File: config.mk
export PLATFORM = sky130hd
export DESIGN_NAME = rggen_host_if_apb_flat
export DESIGN_NICKNAME = d
export VERILOG_FILES = /design/src/rtl/rggen_host_if_apb_if.sv /design/src/rtl/rggen_host_if_apb.sv /design/src/flat_wrapper.sv
export SDC_FILE = /design/constraint.sdc
export NUM_CORES = 1
export LEC_CHECK = 0
export CORE_UTILIZATION = 46
export CTS_BUF_LIST = sky130_fd_sc_hd__clkbuf_2 sky130_fd_sc_hd__clkbuf_4 sky130_fd_sc_hd__clkbuf_8
export CTS_CLUSTER_SIZE = 16
export DETAILED_ROUTE_END_ITERATION = 7
export GPL_TIMING_DRIVEN = 0
export PLACE_DENSITY_LB_ADDON = 0.2
export SYNTH_ARGS = -nofsm -noshare
export SYNTH_HDL_FRONTEND = slang
export SYNTH_SLANG_ARGS = --single-unit
File: constraint.sdc
create_clock -name clk -period 3.65 [get_ports clk]
set_input_delay 0.5475 -clock clk [delete_from_list [all_inputs] [get_ports clk]]
set_output_delay 0.5475 -clock clk [all_outputs]
set_load 0.01 [all_outputs]
File: src/rtl/rggen_host_if_apb_if.sv
// Purpose : Bundles the APB3 completer bus and the internal register-access
//           command/response bus of rggen_host_if_apb into one interface.
// Signals : i_psel, i_penable, i_pwrite, i_paddr, i_pwdata   APB request
//           o_pready, o_prdata, o_pslverr                      APB completion
//           o_command_valid, o_read, o_write, o_address,
//           o_write_data                                       register command
//           i_response_ready, i_read_data, i_response_status   register response
// Modports: slave  - the host interface block (i_* in, o_* out)
//           master - the environment driving it (i_* out, o_* in)
interface rggen_host_if_apb_if #(
  parameter int unsigned ADDRESS_WIDTH = 16,
  parameter int unsigned DATA_WIDTH    = 32
);
  logic                     i_psel;
  logic                     i_penable;
  logic                     i_pwrite;
  logic [ADDRESS_WIDTH-1:0] i_paddr;
  logic [DATA_WIDTH-1:0]    i_pwdata;
  logic                     o_pready;
  logic [DATA_WIDTH-1:0]    o_prdata;
  logic                     o_pslverr;
  logic                     o_command_valid;
  logic                     o_read;
  logic                     o_write;
  logic [ADDRESS_WIDTH-1:0] o_address;
  logic [DATA_WIDTH-1:0]    o_write_data;
  logic                     i_response_ready;
  logic [DATA_WIDTH-1:0]    i_read_data;
  logic [1:0]               i_response_status;

  modport slave (
    input  i_psel, i_penable, i_pwrite, i_paddr, i_pwdata,
    output o_pready, o_prdata, o_pslverr,
    output o_command_valid, o_read, o_write, o_address, o_write_data,
    input  i_response_ready, i_read_data, i_response_status
  );

  modport master (
    output i_psel, i_penable, i_pwrite, i_paddr, i_pwdata,
    input  o_pready, o_prdata, o_pslverr,
    input  o_command_valid, o_read, o_write, o_address, o_write_data,
    output i_response_ready, i_read_data, i_response_status
  );
endinterface

File: src/rtl/rggen_host_if_apb.sv
// Purpose : APB3 completer that turns a host transfer into one internal
//           register-access command, waits for the register response (or a
//           timeout) and completes the APB transfer with data and error.
// Ports   : clk    - clock
//           rst_n  - asynchronous active-low reset
//           bus    - rggen_host_if_apb_if.slave (APB + command/response bus)
module rggen_host_if_apb #(
  parameter int unsigned ADDRESS_WIDTH  = 16,
  parameter int unsigned DATA_WIDTH     = 32,
  parameter int unsigned TIMEOUT_CYCLES = 64
) (
  input  logic                 clk,
  input  logic                 rst_n,
  rggen_host_if_apb_if.slave   bus
);

  localparam int unsigned AW        = ADDRESS_WIDTH;
  localparam int unsigned DW        = DATA_WIDTH;
  localparam int unsigned CLOG_TO   = $clog2(TIMEOUT_CYCLES + 1);
  localparam int unsigned CNT_W     = (CLOG_TO > 0) ? CLOG_TO : 1;
  localparam bit          TIMEOUT_EN = (TIMEOUT_CYCLES > 0);
  localparam int unsigned TO_LAST   = TIMEOUT_EN ? (TIMEOUT_CYCLES - 1) : 0;

  typedef enum logic [1:0] {
    IDLE    = 2'd0,
    BUSY    = 2'd1,
    RESPOND = 2'd2
  } state_t;

  state_t          r_state;
  state_t          w_state_next;
  logic            r_pready,        w_pready;
  logic            r_pslverr,       w_pslverr;
  logic [DW-1:0]   r_prdata,        w_prdata;
  logic            r_command_valid, w_command_valid;
  logic            r_read,          w_read;
  logic            r_write,         w_write;
  logic [AW-1:0]   r_address,       w_address;
  logic [DW-1:0]   r_write_data,    w_write_data;
  logic            r_pwrite,        w_pwrite;
  logic [CNT_W-1:0] r_count,        w_count;

  // Status bit 0 is reserved and deliberately ignored.
  logic w_unused_status;
  assign w_unused_status = bus.i_response_status[0];

  // Next-state and next-output computation.
  always_comb begin
    w_state_next    = r_state;
    w_pready        = 1'b0;
    w_pslverr       = 1'b0;
    w_prdata        = r_prdata;
    w_command_valid = 1'b0;
    w_read          = 1'b0;
    w_write         = 1'b0;
    w_address       = r_address;
    w_write_data    = r_write_data;
    w_pwrite        = r_pwrite;
    w_count         = r_count;
    case (r_state)
      IDLE: begin
        if (bus.i_psel && !bus.i_penable) begin
          w_address       = bus.i_paddr;
          w_write_data    = bus.i_pwrite ? bus.i_pwdata : DW'(0);
          w_pwrite        = bus.i_pwrite;
          w_command_valid = 1'b1;
          w_read          = !bus.i_pwrite;
          w_write         = bus.i_pwrite;
          w_count         = CNT_W'(0);
          w_state_next    = BUSY;
        end
      end
      BUSY: begin
        if (bus.i_response_ready) begin
          // Ready beats a coincident timeout.
          w_prdata     = r_pwrite ? DW'(0) : bus.i_read_data;
          w_pslverr    = bus.i_response_status[1];
          w_pready     = 1'b1;
          w_state_next = RESPOND;
        end else if (TIMEOUT_EN && (r_count == CNT_W'(TO_LAST))) begin
          w_prdata     = DW'(0);
          w_pslverr    = 1'b1;
          w_pready     = 1'b1;
          w_state_next = RESPOND;
        end else begin
          w_command_valid = 1'b1;
          w_read          = !r_pwrite;
          w_write         = r_pwrite;
          if (r_count != {CNT_W{1'b1}}) begin
            w_count = r_count + CNT_W'(1);
          end
        end
      end
      RESPOND: begin
        w_count      = CNT_W'(0);
        w_state_next = IDLE;
      end
      default: begin
        w_state_next = IDLE;
      end
    endcase
  end

  // State and output registers.
  always_ff @(posedge clk or negedge rst_n) begin
    if (!rst_n) begin
      r_state         <= IDLE;
      r_pready        <= 1'b0;
      r_pslverr       <= 1'b0;
      r_prdata        <= '0;
      r_command_valid <= 1'b0;
      r_read          <= 1'b0;
      r_write         <= 1'b0;
      r_address       <= '0;
      r_write_data    <= '0;
      r_pwrite        <= 1'b0;
      r_count         <= '0;
    end else begin
      r_state         <= w_state_next;
      r_pready        <= w_pready;
      r_pslverr       <= w_pslverr;
      r_prdata        <= w_prdata;
      r_command_valid <= w_command_valid;
      r_read          <= w_read;
      r_write         <= w_write;
      r_address       <= w_address;
      r_write_data    <= w_write_data;
      r_pwrite        <= w_pwrite;
      r_count         <= w_count;
    end
  end

  assign bus.o_pready        = r_pready;
  assign bus.o_pslverr       = r_pslverr;
  assign bus.o_prdata        = r_prdata;
  assign bus.o_command_valid = r_command_valid;
  assign bus.o_read          = r_read;
  assign bus.o_write         = r_write;
  assign bus.o_address       = r_address;
  assign bus.o_write_data    = r_write_data;

endmodule

File: src/flat_wrapper.sv
// flat-port wrapper written by rule: the top's interface ports become plain ports
module rggen_host_if_apb_flat 
#(
  parameter int unsigned ADDRESS_WIDTH  = 16,
  parameter int unsigned DATA_WIDTH     = 32,
  parameter int unsigned TIMEOUT_CYCLES = 64
)
  (clk, rst_n, bus_i_psel, bus_i_penable, bus_i_pwrite, bus_i_paddr, bus_i_pwdata, bus_o_pready, bus_o_prdata, bus_o_pslverr, bus_o_command_valid, bus_o_read, bus_o_write, bus_o_address, bus_o_write_data, bus_i_response_ready, bus_i_read_data, bus_i_response_status);
  rggen_host_if_apb_if #(.ADDRESS_WIDTH(ADDRESS_WIDTH), .DATA_WIDTH(DATA_WIDTH)) bus_i ();
  input  logic clk;
  input  logic rst_n;
  input wire logic [$bits(bus_i.i_psel)-1:0] bus_i_psel;
  input wire logic [$bits(bus_i.i_penable)-1:0] bus_i_penable;
  input wire logic [$bits(bus_i.i_pwrite)-1:0] bus_i_pwrite;
  input wire logic [$bits(bus_i.i_paddr)-1:0] bus_i_paddr;
  input wire logic [$bits(bus_i.i_pwdata)-1:0] bus_i_pwdata;
  output wire logic [$bits(bus_i.o_pready)-1:0] bus_o_pready;
  output wire logic [$bits(bus_i.o_prdata)-1:0] bus_o_prdata;
  output wire logic [$bits(bus_i.o_pslverr)-1:0] bus_o_pslverr;
  output wire logic [$bits(bus_i.o_command_valid)-1:0] bus_o_command_valid;
  output wire logic [$bits(bus_i.o_read)-1:0] bus_o_read;
  output wire logic [$bits(bus_i.o_write)-1:0] bus_o_write;
  output wire logic [$bits(bus_i.o_address)-1:0] bus_o_address;
  output wire logic [$bits(bus_i.o_write_data)-1:0] bus_o_write_data;
  input wire logic [$bits(bus_i.i_response_ready)-1:0] bus_i_response_ready;
  input wire logic [$bits(bus_i.i_read_data)-1:0] bus_i_read_data;
  input wire logic [$bits(bus_i.i_response_status)-1:0] bus_i_response_status;
  assign bus_i.i_psel = bus_i_psel;
  assign bus_i.i_penable = bus_i_penable;
  assign bus_i.i_pwrite = bus_i_pwrite;
  assign bus_i.i_paddr = bus_i_paddr;
  assign bus_i.i_pwdata = bus_i_pwdata;
  assign bus_o_pready = bus_i.o_pready;
  assign bus_o_prdata = bus_i.o_prdata;
  assign bus_o_pslverr = bus_i.o_pslverr;
  assign bus_o_command_valid = bus_i.o_command_valid;
  assign bus_o_read = bus_i.o_read;
  assign bus_o_write = bus_i.o_write;
  assign bus_o_address = bus_i.o_address;
  assign bus_o_write_data = bus_i.o_write_data;
  assign bus_i.i_response_ready = bus_i_response_ready;
  assign bus_i.i_read_data = bus_i_read_data;
  assign bus_i.i_response_status = bus_i_response_status;
  rggen_host_if_apb #(.ADDRESS_WIDTH(ADDRESS_WIDTH), .DATA_WIDTH(DATA_WIDTH), .TIMEOUT_CYCLES(TIMEOUT_CYCLES)) u_core (.clk(clk), .rst_n(rst_n), .bus(bus_i));
endmodule
### Yosys cells after proc, flatten, opt, wreduce, memory -nomap -nowiden

Index checks and enable logic that the tools add are counted.

* bits of input ports: 88
* register bits after elaboration: 95

* muxes and demuxes: 30
* equal/unequal tests: 9
* reductions and logical operators: 11
* $add $sub $neg: 1

Operators with widths (count)
* 2-to-1 mux 32 bit: 4
* 2-to-1 mux 7 bit: 4
* one-hot mux 7 bit (3 select lines): 1
* 2-to-1 mux 1 bit: 14
* adder 7 x 1 -> 7 bit (second input constant): 1
* == test 7 x 6 -> 1 bit (second input constant): 1
* != test 7 bit (second input constant): 1
* 2-to-1 mux 2 bit: 3
* one-hot mux 1 bit (2 select lines): 3
* AND reduction 2 bit: 3
* AND reduction 5 bit: 1
* != test 2 x 1 -> 1 bit (second input constant): 2
* != test 2 bit (second input constant): 2
* one-hot mux 2 bit (2 select lines): 1
* logical NOT 1 bit: 3
* != test 3 x 2 -> 1 bit (second input constant): 1
* nonzero test 3 bit: 1
* == test 2 x 1 -> 1 bit (second input constant): 1
* == test 2 bit (second input constant): 1
* logical NOT 2 bit: 1
* nonzero test 2 bit: 1
* logical AND 1 bit: 1

### Depth between registers and ports, before layout

* depth after elaboration: 5
* depth in mapped cells: 7

### Least setup slack after synthesis

No wires, ideal clock.

* path kind: input-to-reg
* from: input port bus_i_penable
* to: register u_core.r_address[0] (netlist: u_core.bus.o_address[0])
* setup slack: 1.983 ns
* arrival time: 1.541 ns
* stages on the path: 5
* cell sequence: nand2b_4 -> or3_1 -> buf_2 -> buf_6 -> mux2_4

* word-level cells in the longest chain between the ends: 3

RTL lines
* start: declaration: RTL line flat_wrapper.sv:13 `input wire logic [$bits(bus_i.i_penable)-1:0] bus_i_penable;`
* logical NOT 1 bit: RTL line rggen_host_if_apb.sv:62 `if (bus.i_psel && !bus.i_penable) begin`
* logical AND 1 bit: RTL line rggen_host_if_apb.sv:62
* AND reduction 2 bit (no line)
* end signal: assignment: RTL line rggen_host_if_apb.sv:126 `r_address <= w_address;`
* end: declaration: RTL line rggen_host_if_apb.sv:38 `logic [AW-1:0] r_address, w_address;`

Every way passes these cells.
A chain may end at the register's enable or synchronous reset.

### Final worst setup path

* from: input port bus_i_psel
* to: register u_core.r_write_data[1] (netlist: u_core.bus.o_write_data[1])

* word-level cells in the longest chain between the ends: 2

RTL lines
* start: declaration: RTL line flat_wrapper.sv:12 `input wire logic [$bits(bus_i.i_psel)-1:0] bus_i_psel;`
* logical AND 1 bit: RTL line rggen_host_if_apb.sv:62
* AND reduction 2 bit (no line)
* end signal: assignment: RTL line rggen_host_if_apb.sv:127 `r_write_data <= w_write_data;`
* end: declaration: RTL line rggen_host_if_apb.sv:39 `logic [DW-1:0] r_write_data, w_write_data;`

Every way passes these cells.

==> results.md <==
| Stage | Item | This run |
|---|---|---|
| power | Design Power | 3.19 mW |
| yosys | Count of different cell masters after synthesis | 36 |
| cts | Hold bufs inserted after CTS | 0 |
| global route | Residual overflow from global routing | 0 |
| yosys | Post-synth ARST share | 100% |
| place | Count of input and output buffers | 169 |
| timing | Final number of max-transition violations | 0 |
| global route | Via count of the first global-routing pass | 2994 |
| timing | Headroom to the max-slew limit | 69.8% |
| cts | Worst skew pair latency | 350 ps |
| cts | Buffer count from post-CTS setup fixing | 0 |
| flow run | Maximum capacitance violations | 0 |
| yosys | Summed instance area of the synthesized netlist | 3800 sq um |
| power | Internal cell power | 2.27 mW |
| drt | Via total after detailed routing | 3008 |
| layout | Leading cell type in the layout, fill and taps excluded | clkdlybuf4s50_1 |
| layout | Layout overhead on the synthesized area | 53.0% |
| floorplanning | Vertical die dimension | 92.9 um |
| timing | Max Clock Skew | 8.01 ps |
| place | Global placer's final weighted congestion | 0.812 |
| timing | Endpoints failing setup | 0 |
| floorplanning | Starting utilization of the core area | 48.4% |
| setup path | Critical Path, Cell by Cell | clkdlybuf4s50_1 > nand2b_4 > or3_1 > buf_2 > buf_6 > buf_6 > nand2_1 > o21ai_0 |
| floorplanning | Number of core rows | 32 |
| setup path | Crit path max-delay family | buffers and inverters |
| yosys | Post-synth net total | 401 |
| setup path | Crit. End Element | register |
| timing | Final cycle utilization of the critical path | 51.0% |
| layout | Area of all placed cells without fillers | 5810 sq um |
| global route | Maximum number of pins on one net before global-route repair | 68 |
| status | Run status | complete, no violations |
| drt | DRT antenna net count | 0 |
| floorplanning | Total I/O pin count | 173 |
| layout | Fraction of final layout cells sized beyond drive strength 1 | 10.9% |
| yosys | Synthesized instance count | 312 |
| yosys | Part of the Yosys area used for sequential elements | 62.6% |
| power | Clock power frac | 19.1% |
| cts | Maximum root-to-sink buffer count | 2 |
| power | Sw Ratio | 28.8% |
| global route | Wire length of the first global-routing pass | 14600 um |
| drt | Count of unresolved DRC violations after routing | 0 |
| place | Dpl hpwl | 6780 um |
| timing | Final critical path time including I/O delays and setup | 1860 ps |
| setup path | Class of the most critical setup path | in -> reg |
| setup path | Critical Path Max Stage Delay | 500 ps |
| cts | Number of buffers created by CTS | 9 |
| timing | Unrepaired setup endpoints after global routing | false |
| cts | Clock root buffer | clkbuf_8 |
| timing | Final-report hold violation count | 0 |
| drt | Detailed-router iteration count before antenna repair | 4 |
| timing | Transition at the pin with the smallest max-transition slack | 453 ps |
| power | Peak VDD IR | 309 uV |
| drt | Final Routed Wirelength | 9080 um |
| yosys | Synthesized area per cell | 12.2 sq um |
| yosys | Count of flip-flops with a built-in enable after synthesis | 0 |
| yosys | Seq cells post-synth | 95 |
| layout | Count of antenna diodes in the layout | 0 |
| drt | Avg Vias per Cell | 5.02 |
| min path | Hold Crit Class | in -> async |
| power | Leakage | 2.60 nW |
| drt | Starting DRT DRC Count | 106 |
| power | Combinational group share of total power | 35.2% |
| drt | Routed length per placed instance | 15.2 um |
| timing | Smallest hold slack | 114 ps |
| global route | Global-route usage over all layers | 21.8% |
| floorplanning | Die area | 8620 sq um |
| setup path | Buffer and inverter count on the worst path | 4 |
| power | Power per cell area | 550 nW/um^2 |
| yosys | Primary flip-flop cell chosen by synthesis mapping | dfrtp_1 |
| yosys | Syn. warnings | 0 |
| layout | Total number of nets in the final design | 582 |
| power | Sw Pwr | 0.920 mW |
| global route | Antenna violations before repair | 0 |
| cts | CTS resizes | 0 |
| cts | Clock input transition at the sequential cells of the worst setup and hold paths | 90 ps |
| setup path | Critical Path Start Type | input pin |
| floorplanning | Die width | 92.9 um |
| cts | CTS H-tree depth | 3 |
| power | Sequential fraction of design power | 45.7% |
| floorplanning | Core ar. | 7850 sq um |
| place | Post-place instance area | 5640 sq um |
| setup path | Most frequent CP cell | buf_6 |
| timing | Peak clock frequency supported by timing | 0.537 GHz |
| layout | Leading cell types in the layout, fill and taps excluded | 168 x clkdlybuf4s50_1, 95 x dfrtp_1, 72 x nand2_1, 32 x a22o_1, 32 x o21ai_0 |
| setup path | Max Fanout on Critical Path | 10 |
| cts | Clock tree from TritonCTS | done |
| setup path | Slowest stage cell on the critical path | clkdlybuf4s50_1 |
| setup path | Data arrival time of the critical path | 2070 ps |
| setup path | Required time at the worst-slack endpoint | 3860 ps |
| cts | TritonCTS Sinks | 95 |
## worst reg2reg max path: stages (launching register included)
cell and delay, ps:
dfrtp_1 430, ha_1 230, nand2_1 110, nor3_2 320, o21ai_2 190, buf_6 190, a22o_1 240
## synthesized netlist by cell type (all sizes together) (2+ instances only)
master / n / share of area [%]
dfrtp: 95 / 63
nand2: 72 / 7.1
o21ai: 36 / 4.8
a22o: 32 / 7.4
mux2: 16 / 6.3
buf: 14 / 3.4
clkbuf: 7 / 0.69
inv: 4 / 0.40
nor2: 4 / 0.40
nor3b: 3 / 0.89
a21oi: 2 / 0.26
a311o: 2 / 0.53
mux2i: 2 / 0.53
nand2b: 2 / 0.53
nand3: 2 / 0.40
nand4: 2 / 0.33
nor4: 2 / 0.33
o22ai: 2 / 0.33
or2b: 2 / 0.40
or3: 2 / 0.33
## registers in the layout, indices dropped and copies added (netlist names)
name / cells
u_core.bus.o_address: 16
u_core.bus.o_write_data: 32
u_core.bus.o_command_valid: 1
u_core.r_pwrite: 1
u_core.bus.o_read: 1
u_core.bus.o_pready: 1
u_core.bus.o_write: 1
u_core.bus.o_prdata: 32
u_core.bus.o_pslverr: 1
u_core.r_count: 7
u_core.r_state: 2
## power groups by stage
| stage | registers (mW) | clock network [mW] | logic, mW |
|---|---|---|---|
| 2_1_floorplan | 1.58 | 0 | 0.329 |
| 3_3_place_gp | 1.47 | 0 | 1.11 |
| 3_5_place_dp | 1.47 | 0 | 1.14 |
| 4_1_cts | 1.46 | 0.622 | 1.14 |
| 5_1_grt | 1.49 | 0.669 | 1.21 |
| 6_report | 1.46 | 0.609 | 1.12 |
## cells by family after synthesis
family,share of synthesized area (%)
AND/OR/NAND/NOR,11.6
flip-flops,62.6
AO/OA/AOI/OAI,14.1
buffers and inverters,4.48
multiplexers,6.85
adder cells (fa/ha/maj),0.329
## area by class of cell
cell class	instances	area, sq um
multi-input combinational	192	1250
clock inverter	5	36.3
fill	580	2040
inverter	4	15.0
timing repair buffer	170	1720
tap	102	128
clock buffer	10	131
sequential	95	2380
buffer	21	155
## final timing paths
kind                                                   from                           to  slack, ps  cells after the start
max in group asynchronous                             rst_n      u_core.bus.o_prdata[29]       2890                      2
worst min register to register  u_core.bus.o_write_data[28]  u_core.bus.o_write_data[28]        480                      2
min in group clk                u_core.bus.o_write_data[28]  u_core.bus.o_write_data[28]        480                      2
worst min-delay path                                  rst_n   u_core.bus.o_write_data[5]        110                      1
worst max-delay path                             bus_i_psel   u_core.bus.o_write_data[1]       1790                      8
worst max register to register            u_core.r_count[0]      u_core.bus.o_prdata[19]       1840                      6
## per-stage QoR
step | util, % | cells | TNS [ps] | worst slack [ps]
finish | 74.0 | 599 | 0 | 1790
global route | 74.0 | 599 | 0 | 1670
CTS | 74.0 | 599 | 0 | 1780
detailed placement | 71.9 | 584 | 0 | 1410
global placement | 71.6 | 583 | -132760 | -1400
floorplan | - | 312 | 0 | 1980
## routing by layer
layer	share of wire [%]	track usage [%]	wire, um	up-vias
met4	1.7	8.08	150	0
met1	42	28.1	3830	1455
met5	0	0	0	-
met2	50	36.2	4580	95
li1	-	-	-	1446
met3	5.7	4.60	517	12
Power figures use the tool's default switching activity.
